File: src/rtl/fft_pkg.sv
// Shared FFT datapath types and helpers: complex word layout, component
// accessors and a Q1.15 saturator used by the multiplier, butterfly and twiddle ROM.
package fft_pkg;

  localparam int BIT_WIDTH = 16;
  localparam int FFT_L     = 11;

  typedef struct packed {
    logic signed [BIT_WIDTH-1:0] re;
    logic signed [BIT_WIDTH-1:0] im;
  } cplx_t;

  localparam logic signed [2*BIT_WIDTH:0] SAT_HI = (2*BIT_WIDTH+1)'((1 << (BIT_WIDTH-1)) - 1);
  localparam logic signed [2*BIT_WIDTH:0] SAT_LO = -SAT_HI - (2*BIT_WIDTH+1)'(1);

  function automatic logic signed [BIT_WIDTH-1:0] cplx_re(input cplx_t c);
    return c.re;
  endfunction

  function automatic logic signed [BIT_WIDTH-1:0] cplx_im(input cplx_t c);
    return c.im;
  endfunction

  function automatic logic signed [BIT_WIDTH-1:0] saturate(input logic signed [2*BIT_WIDTH:0] x);
    logic signed [2*BIT_WIDTH:0] t;
    if (x > SAT_HI)      t = SAT_HI;
    else if (x < SAT_LO) t = SAT_LO;
    else                 t = x;
    return t[BIT_WIDTH-1:0];
  endfunction

endpackage

File: src/rtl/reindex_bits.sv
// Combinational bit-reversal of an L-bit FFT index; shared with the address generator.
module reindex_bits #(
  parameter int L = 11
) (
  input  logic [L-1:0] in,
  output logic [L-1:0] out
);

  for (genvar k = 0; k < L; k++) begin : g_rev
    assign out[k] = in[L-1-k];
  end

endmodule

File: src/rtl/fft_complex_mult.sv
// Two-stage pipelined complex multiply w*b with round-half-up and saturation;
// the sample index travels alongside, bit-reversed, so product and address stay aligned.
module fft_complex_mult
  import fft_pkg::*;
#(
  parameter int bit_width = BIT_WIDTH,
  parameter int L         = FFT_L
) (
  input  logic                   clk,
  input  logic                   reset,
  input  logic                   valid_in,
  input  logic [2*bit_width-1:0] b,
  input  logic [2*bit_width-1:0] twiddle,
  input  logic [L-1:0]           idx_in,
  output logic                   valid_out,
  output logic [2*bit_width-1:0] prod,
  output logic [L-1:0]           idx_out
);

  localparam int PW = 2*bit_width;
  localparam int SW = PW + 1;
  localparam logic signed [SW-1:0] RND     = SW'(1) <<< (bit_width-2);
  localparam logic signed [SW-1:0] SAT_MAX = (SW'(1) <<< (bit_width-1)) - SW'(1);
  localparam logic signed [SW-1:0] SAT_MIN = -(SW'(1) <<< (bit_width-1));

  // Add half an output LSB, arithmetic-shift back to Q1.(bit_width-1), clamp.
  function automatic logic signed [bit_width-1:0] round_sat(input logic signed [SW-1:0] x);
    logic signed [SW-1:0] t;
    t = (x + RND) >>> (bit_width-1);
    if (t > SAT_MAX)      t = SAT_MAX;
    else if (t < SAT_MIN) t = SAT_MIN;
    return t[bit_width-1:0];
  endfunction

  logic signed [bit_width-1:0] w_br, w_bi, w_wr, w_wi;
  logic [L-1:0]                w_idx_rev;

  assign w_br = b[PW-1:bit_width];
  assign w_bi = b[bit_width-1:0];
  assign w_wr = twiddle[PW-1:bit_width];
  assign w_wi = twiddle[bit_width-1:0];

  reindex_bits #(.L(L)) u_reindex (
    .in  (idx_in),
    .out (w_idx_rev)
  );

  logic signed [PW-1:0]        r_rr_p1, r_ii_p1, r_ri_p1, r_ir_p1;
  logic                        r_vld_p1;
  logic [L-1:0]                r_idx_p1;
  logic signed [bit_width-1:0] r_re_p2, r_im_p2;
  logic                        r_vld_p2;
  logic [L-1:0]                r_idx_p2;
  logic signed [SW-1:0]        w_re_sum, w_im_sum;

  assign w_re_sum = SW'(r_rr_p1) - SW'(r_ii_p1);
  assign w_im_sum = SW'(r_ri_p1) + SW'(r_ir_p1);

  always_ff @(posedge clk) begin
    if (reset) begin
      r_rr_p1  <= '0;
      r_ii_p1  <= '0;
      r_ri_p1  <= '0;
      r_ir_p1  <= '0;
      r_vld_p1 <= 1'b0;
      r_idx_p1 <= '0;
      r_re_p2  <= '0;
      r_im_p2  <= '0;
      r_vld_p2 <= 1'b0;
      r_idx_p2 <= '0;
    end else begin
      // stage 1: full-precision partial products
      r_rr_p1  <= PW'(w_br) * PW'(w_wr);
      r_ii_p1  <= PW'(w_bi) * PW'(w_wi);
      r_ri_p1  <= PW'(w_br) * PW'(w_wi);
      r_ir_p1  <= PW'(w_bi) * PW'(w_wr);
      r_vld_p1 <= valid_in;
      r_idx_p1 <= w_idx_rev;
      // stage 2: widened sums, rounded and saturated per lane
      r_re_p2  <= round_sat(w_re_sum);
      r_im_p2  <= round_sat(w_im_sum);
      r_vld_p2 <= r_vld_p1;
      r_idx_p2 <= r_idx_p1;
    end
  end

  assign prod      = {r_re_p2, r_im_p2};
  assign valid_out = r_vld_p2;
  assign idx_out   = r_idx_p2;

endmodule

File: config.mk
export PLATFORM = sky130hd
export DESIGN_NAME = fft_complex_mult
export DESIGN_NICKNAME = d
export VERILOG_FILES = /design/src/rtl/fft_pkg.sv /design/src/rtl/reindex_bits.sv /design/src/rtl/fft_complex_mult.sv
export SDC_FILE = /design/constraint.sdc
export NUM_CORES = 2
export LEC_CHECK = 0
export BUFFER_PORTS_ARGS = -buffer_cell sky130_fd_sc_hd__buf_2
export CAP_MARGIN = 20
export CORE_ASPECT_RATIO = 0.8
export CORE_MARGIN = 10
export CORE_UTILIZATION = 48
export CTS_CLUSTER_SIZE = 16
export DETAILED_ROUTE_END_ITERATION = 10
export GPL_TIMING_DRIVEN = 1
export PLACE_DENSITY = 0.63
export SYNTH_ARGS = -nofsm -noshare
export SYNTH_HDL_FRONTEND = slang
export SYNTH_SLANG_ARGS = --single-unit
File: constraint.sdc
create_clock -name clk -period 6.9 [get_ports clk]
set_clock_uncertainty 0.2 [all_clocks]
set_input_delay 1.035 -clock clk [delete_from_list [all_inputs] [get_ports clk]]
set_output_delay 1.035 -clock clk [all_outputs]
set_load 0.02 [all_outputs]
# Yosys cells after proc, flatten, opt, wreduce, memory -nomap -nowiden
# Index checks and enable logic that the tools add are counted.
[word_totals]
in_bits = 78
output_inout_bits = 44
reg_bits = 184
elab_cells = 30
[classes]
n_mul = 4
n_reduce_logical = 2
n_mux = 4
n_addsub = 4
magnitude_cmp = 4
[op_table]
columns = ["operator", "count"]
rows = [
  ["$mul A16 B16 Y32", 4],
  ["$add A33 B16 Y33 const B", 2],
  ["$gt A18 B16 Y1 const B", 2],
  ["$lt A18 B16 Y1 const B", 2],
  ["$add A32 B32 Y33", 1],
  ["$sub A32 B32 Y33", 1],
  ["$mux W16", 2],
  ["$mux W15", 2],
  ["$reduce_or A2 Y1", 2],
]

# Depth between registers and ports, before layout
[logic_depth]
ltp_word = 5
ltp_mapped = 24
mapped_depth_nobuf = 23

# By module
# Synthesis repeated with hierarchy kept, for this count alone.
[unflattened]
cells_unflattened = 5135
area_unflattened_um2 = 47289.1
[modules_own_cells]
columns = ["mod", "area_each_um2", "seq_area_each_um2", "cells_each", "instances"]
rows = [
  ["fft_complex_mult", 47206.5, 3683.5, 5124, 1],
  ["reindex_bits", 82.6, 0.0, 11, 1],
]

# Worst setup path after synthesis
# OpenSTA, ideal clock, no wires.
[synth_timing]
kind = "input to register"
start = "input b[31]"
end = "register r_ri_p1[30]"
path_buffers = 1
setup_slack_ps = -208
setup_ps = 61
arrival_ps = 6847
required_ps = 6639
path_stages = 21
cell_sequence = "clkbuf_1 > nand2_1 > inv_1 > fa_1 > fa_1 > fa_1 > fa_1 > fa_1 > inv_1 > fa_1 > inv_1 > ha_1 > a21o_1 > a21o_1 > a21oi_1 > o21ai_0 > or4b_1 > o221ai_2 > o21ai_1 > a2111oi_0 > a311o_1"
[synth_between]
elab_chain_cells = 1
[synth_lines]
columns = ["item", "line_no", "text"]
rows = [
  ["start: declaration", "fft_complex_mult.sv:12", "input logic [2*bit_width-1:0] b,"],
  ["$mul A16 B16 Y32", "fft_complex_mult.sv:75", "r_ri_p1 <= PW'(w_br) * PW'(w_wi);"],
  ["end signal: assignment", "fft_complex_mult.sv:75", ""],
  ["end: declaration", "fft_complex_mult.sv:48", "logic signed [PW-1:0] r_rr_p1, r_ii_p1, r_ri_p1, r_ir_p1;"],
]
# No other way between the ends.
# A chain may end at the register's enable or synchronous reset.

# Worst setup path in the final report
[layout_timing]
start = "input b[10]"
end = "register r_ir_p1[29]"
[layout_between]
elab_chain_cells = 1
[layout_lines]
columns = ["item", "line_no", "text"]
rows = [
  ["$mul A16 B16 Y32", "fft_complex_mult.sv:76", "r_ir_p1 <= PW'(w_bi) * PW'(w_wr);"],
  ["end signal: assignment", "fft_complex_mult.sv:76", ""],
  ["end: declaration", "fft_complex_mult.sv:48", ""],
]
# No other way between the ends.

==> impl_results.md <==
- Die W: 371.0 microns
- Rel. slew slack: 0.4401
- Syn nets: 6732
- Mapped Area: 47300 sq um
- Count of distinct cell types in the synthesized netlist: 81
- CP top delay family: adder cells
- Area occupied by multi-input gates: 38530 sq um
- Site Rows: 102
- Worst path most repeated cell: fa_1
- Compound-gate portion of the synthesized area: 0.06121
- CP Max Fanout: 6
- Setup Viol. Count Final: 0
- Syn Area/Cell: 9.173 sq um
- Layout cells sized above 1: 0.1346
- Final core utilization: 0.5583
- Full die area: 111600 sq um
- DP HPWL: 102700 microns
- Initial Util: 0.4864
- Drt wl/cell: 16.98 microns
- Tot GR Track Use: 0.2222
- Largest cells by area after synthesis: fa_1 44%, ha_1 12%, inv_1 9.4%
- Worst-Skew Late Latency: 0.49 ns
- Startpoint Class: input pin
- Final min period: 6.687 ns
- Arr. time, crit path: 6.92 ns
- Fin crit share: 0.9691
- Max cap viols: 0
- Clock Sink Count: 184
- Vias in the first global route: 38070
- Remaining Overflow, GRT: 0
- Largest family of logic cells by synthesized area: adder cells
- Pins Over Slew Limit: 0
- Number of I/O port buffers: 121
- Post-route ant nets: 0
- DRC: 0
- CTS clk-pin slew, worst paths: 0.08 ns
- First-pass DRT Iterations: 7
- Yosys reg bits: 184
- CTS H-tree depth: 4
- Max Freq: 149.5 MHz
- HP Class: reg -> reg
- Yosys warns: 0
- Gp weighted congestion: 0.8993
- DRT Wirelength: 117700 microns
- Critical Path RT: 7.13 ns
- Critical path, cell by cell: buf_2 -> nand2_1 -> fa_1 -> fa_1 -> inv_1 -> fa_1 -> inv_1 -> fa_1 -> fa_1 -> fa_1 -> inv_1 -> ha_1 -> buf_4 -> a21oi_1 -> o21ai_0 -> a31oi_1 -> a21oi_1 -> o21ai_2 -> o211ai_1 -> o31ai_1 -> buf_4 -> nand2_1 -> a21oi_1 -> buf_4
- Root Driver: clkbuf_16
- Ys async rst share: 0
- CTS tree: yes
- Buf/Inv on CP: 7
- Die Y: 300.8 microns
- Drt via density: 5.068
- Post-synthesis adder-cell area fraction: 0.5626
- Register area share after synthesis: 0.07788
- Critical Path Sink Type: register
- # nets final: 7193
- Num ports: 122
- Post-Syn Instances: 5156
- Final-report hold violation count: 0
- Cell taking the most area after synthesis: fa_1
- Pre-CTS setup slack: -0.5365 ns
- Register area: 3684 sq um
- Most frequent cell after synthesis: inv_1
- Core Box Area: 97250 sq um
- Post-synthesis mux area share: 0.0006613
- Initial antenna violation count: 9
- Number of DRC markers in iteration 0: 1972
- Post-synth EDFFs: 0
- Status: finished, final reports clean
- Placed Area: 53420 sq um
- Number of hold buffers added after cts: 0
- Syn-to-layout area delta: 14.78%
- Ys flop type: dfxtp_1
- Final Instance Area: 54290 sq um
- Final worst slack: 0.2132 ns
- XOR/XNOR Fraction of Synth Area: 0.02926
- Simple-gate share of the synthesized area: 0.1567
- Num CTS Buffers: 17
- Longest Clk Path Bufs: 2
- CP max stage delay: 0.56 ns
- Worst-margin pin slew: 0.8294 ns
- Global-route wire length before repair: 200100 microns
- Via count: 35130
- Largest net degree at the start of global routing: 130
- Fillers: 8894
- Worst Setup Path Type: in -> reg
- Synth top cells by count: 1181 x inv_1, 1048 x fa_1, 549 x nand2_1
- Critical-path top delay cell: fa_1
- Share of the synthesized area in the top cell type: 0.4436
sequential cells by signal, indices dropped and copies added, names as in the netlist:
register,flops
r_im_p2,16
r_ri_p1,32
idx_out,11
valid_out,1
r_vld_p1,1
r_ii_p1,32
r_idx_p1,11
r_ir_p1,32
r_re_p2,16
r_rr_p1,32
worst register-to-register path, delay by kind of cell (launching register included):
kind,cells,cell delay (ns)
AOI/OAI and AO/OA,5,1.65
and+or+nand+nor,3,0.90
adders and majority gates,2,0.63
DFF,1,0.32
buffers and inverters,1,0.15
cells by family after synthesis:
kind of cell	Yosys count
AO/OA/AOI/OAI	422
XOR/XNOR	158
adder cells (fa/ha/maj)	1498
buffers and inverters	1402
flip-flops	184
multiplexers	3
AND/OR/NAND/NOR	1489
metrics by stage:
stage	std cells	setup TNS, ns	hold slack, ns
after floorplan	5156	-0.01846	0.2138
after global placement	6896	-9.778	0.2165
after detailed placement	6896	-12.96	0.2204
after CTS	6928	0	0.2393
after global routing	6930	-0.03902	0.2524
final	6932	0	0.2345
layout make-up:
class / instances / share of cell area
clock inverters: 15 / 0.003088
repair buffers: 663 / 0.09977
flip-flops and latches: 184 / 0.06785
diodes: 2 / 0.00009219
multi-input cells: 3570 / 0.7097
well taps: 1300 / 0.02996
inverters: 1181 / 0.08165
clock buffers: 17 / 0.007836
cell usage in the layout (no fill, tap or decap), drive strengths merged, types with 6 or more instances in the layout:
cell type	n
inv	1190
a41oi	8
o21ai	85
a21o	67
o21a	17
a211oi	23
nand3	35
clkbuf	30
xor2	55
o21bai	17
nor4	9
nor3	35
nand2b	31
nand3b	6
fa	1048
nor2b	49
nand4	20
xnor2	103
a31oi	14
a21oi	101
ha	450
or3	9
dfxtp	184
nand2	549
o211ai	11
nor2	209
and3	21
o22ai	18
a211o	6
buf	650
or4	7
a221oi	6
and2	490
worst paths after layout:
kind                     from           to  slack [ns]  cells past startpoint
setup / recovery        b[10]  r_ir_p1[29]        0.21                     24
hold / removal       r_vld_p1    valid_out        0.23                      1
setup reg to reg  r_ii_p1[15]   r_re_p2[5]        2.88                     11
hold reg to reg      r_vld_p1    valid_out        0.23                      1
per-layer routing:
layer	vias up	global-route usage	share of wire
met4	2	0.03296	0.011
met1	17890	0.3304	0.47
met3	68	0.03107	0.068
met5	-	0	0.00017
li1	16360	-	-
met2	810	0.3495	0.46
timing repair:
| action | CTS | global route |
|---|---|---|
| setup endpoints to repair | 1 | 33 |
| setup buffers | 0 | 2 |
| pin swaps | 0 | 15 |
| gates resized for setup | 2 | 75 |
Power is left out: the tool's default activity adds up to more than one toggle a clock period on the data nets, which glitch-free logic cannot reach.
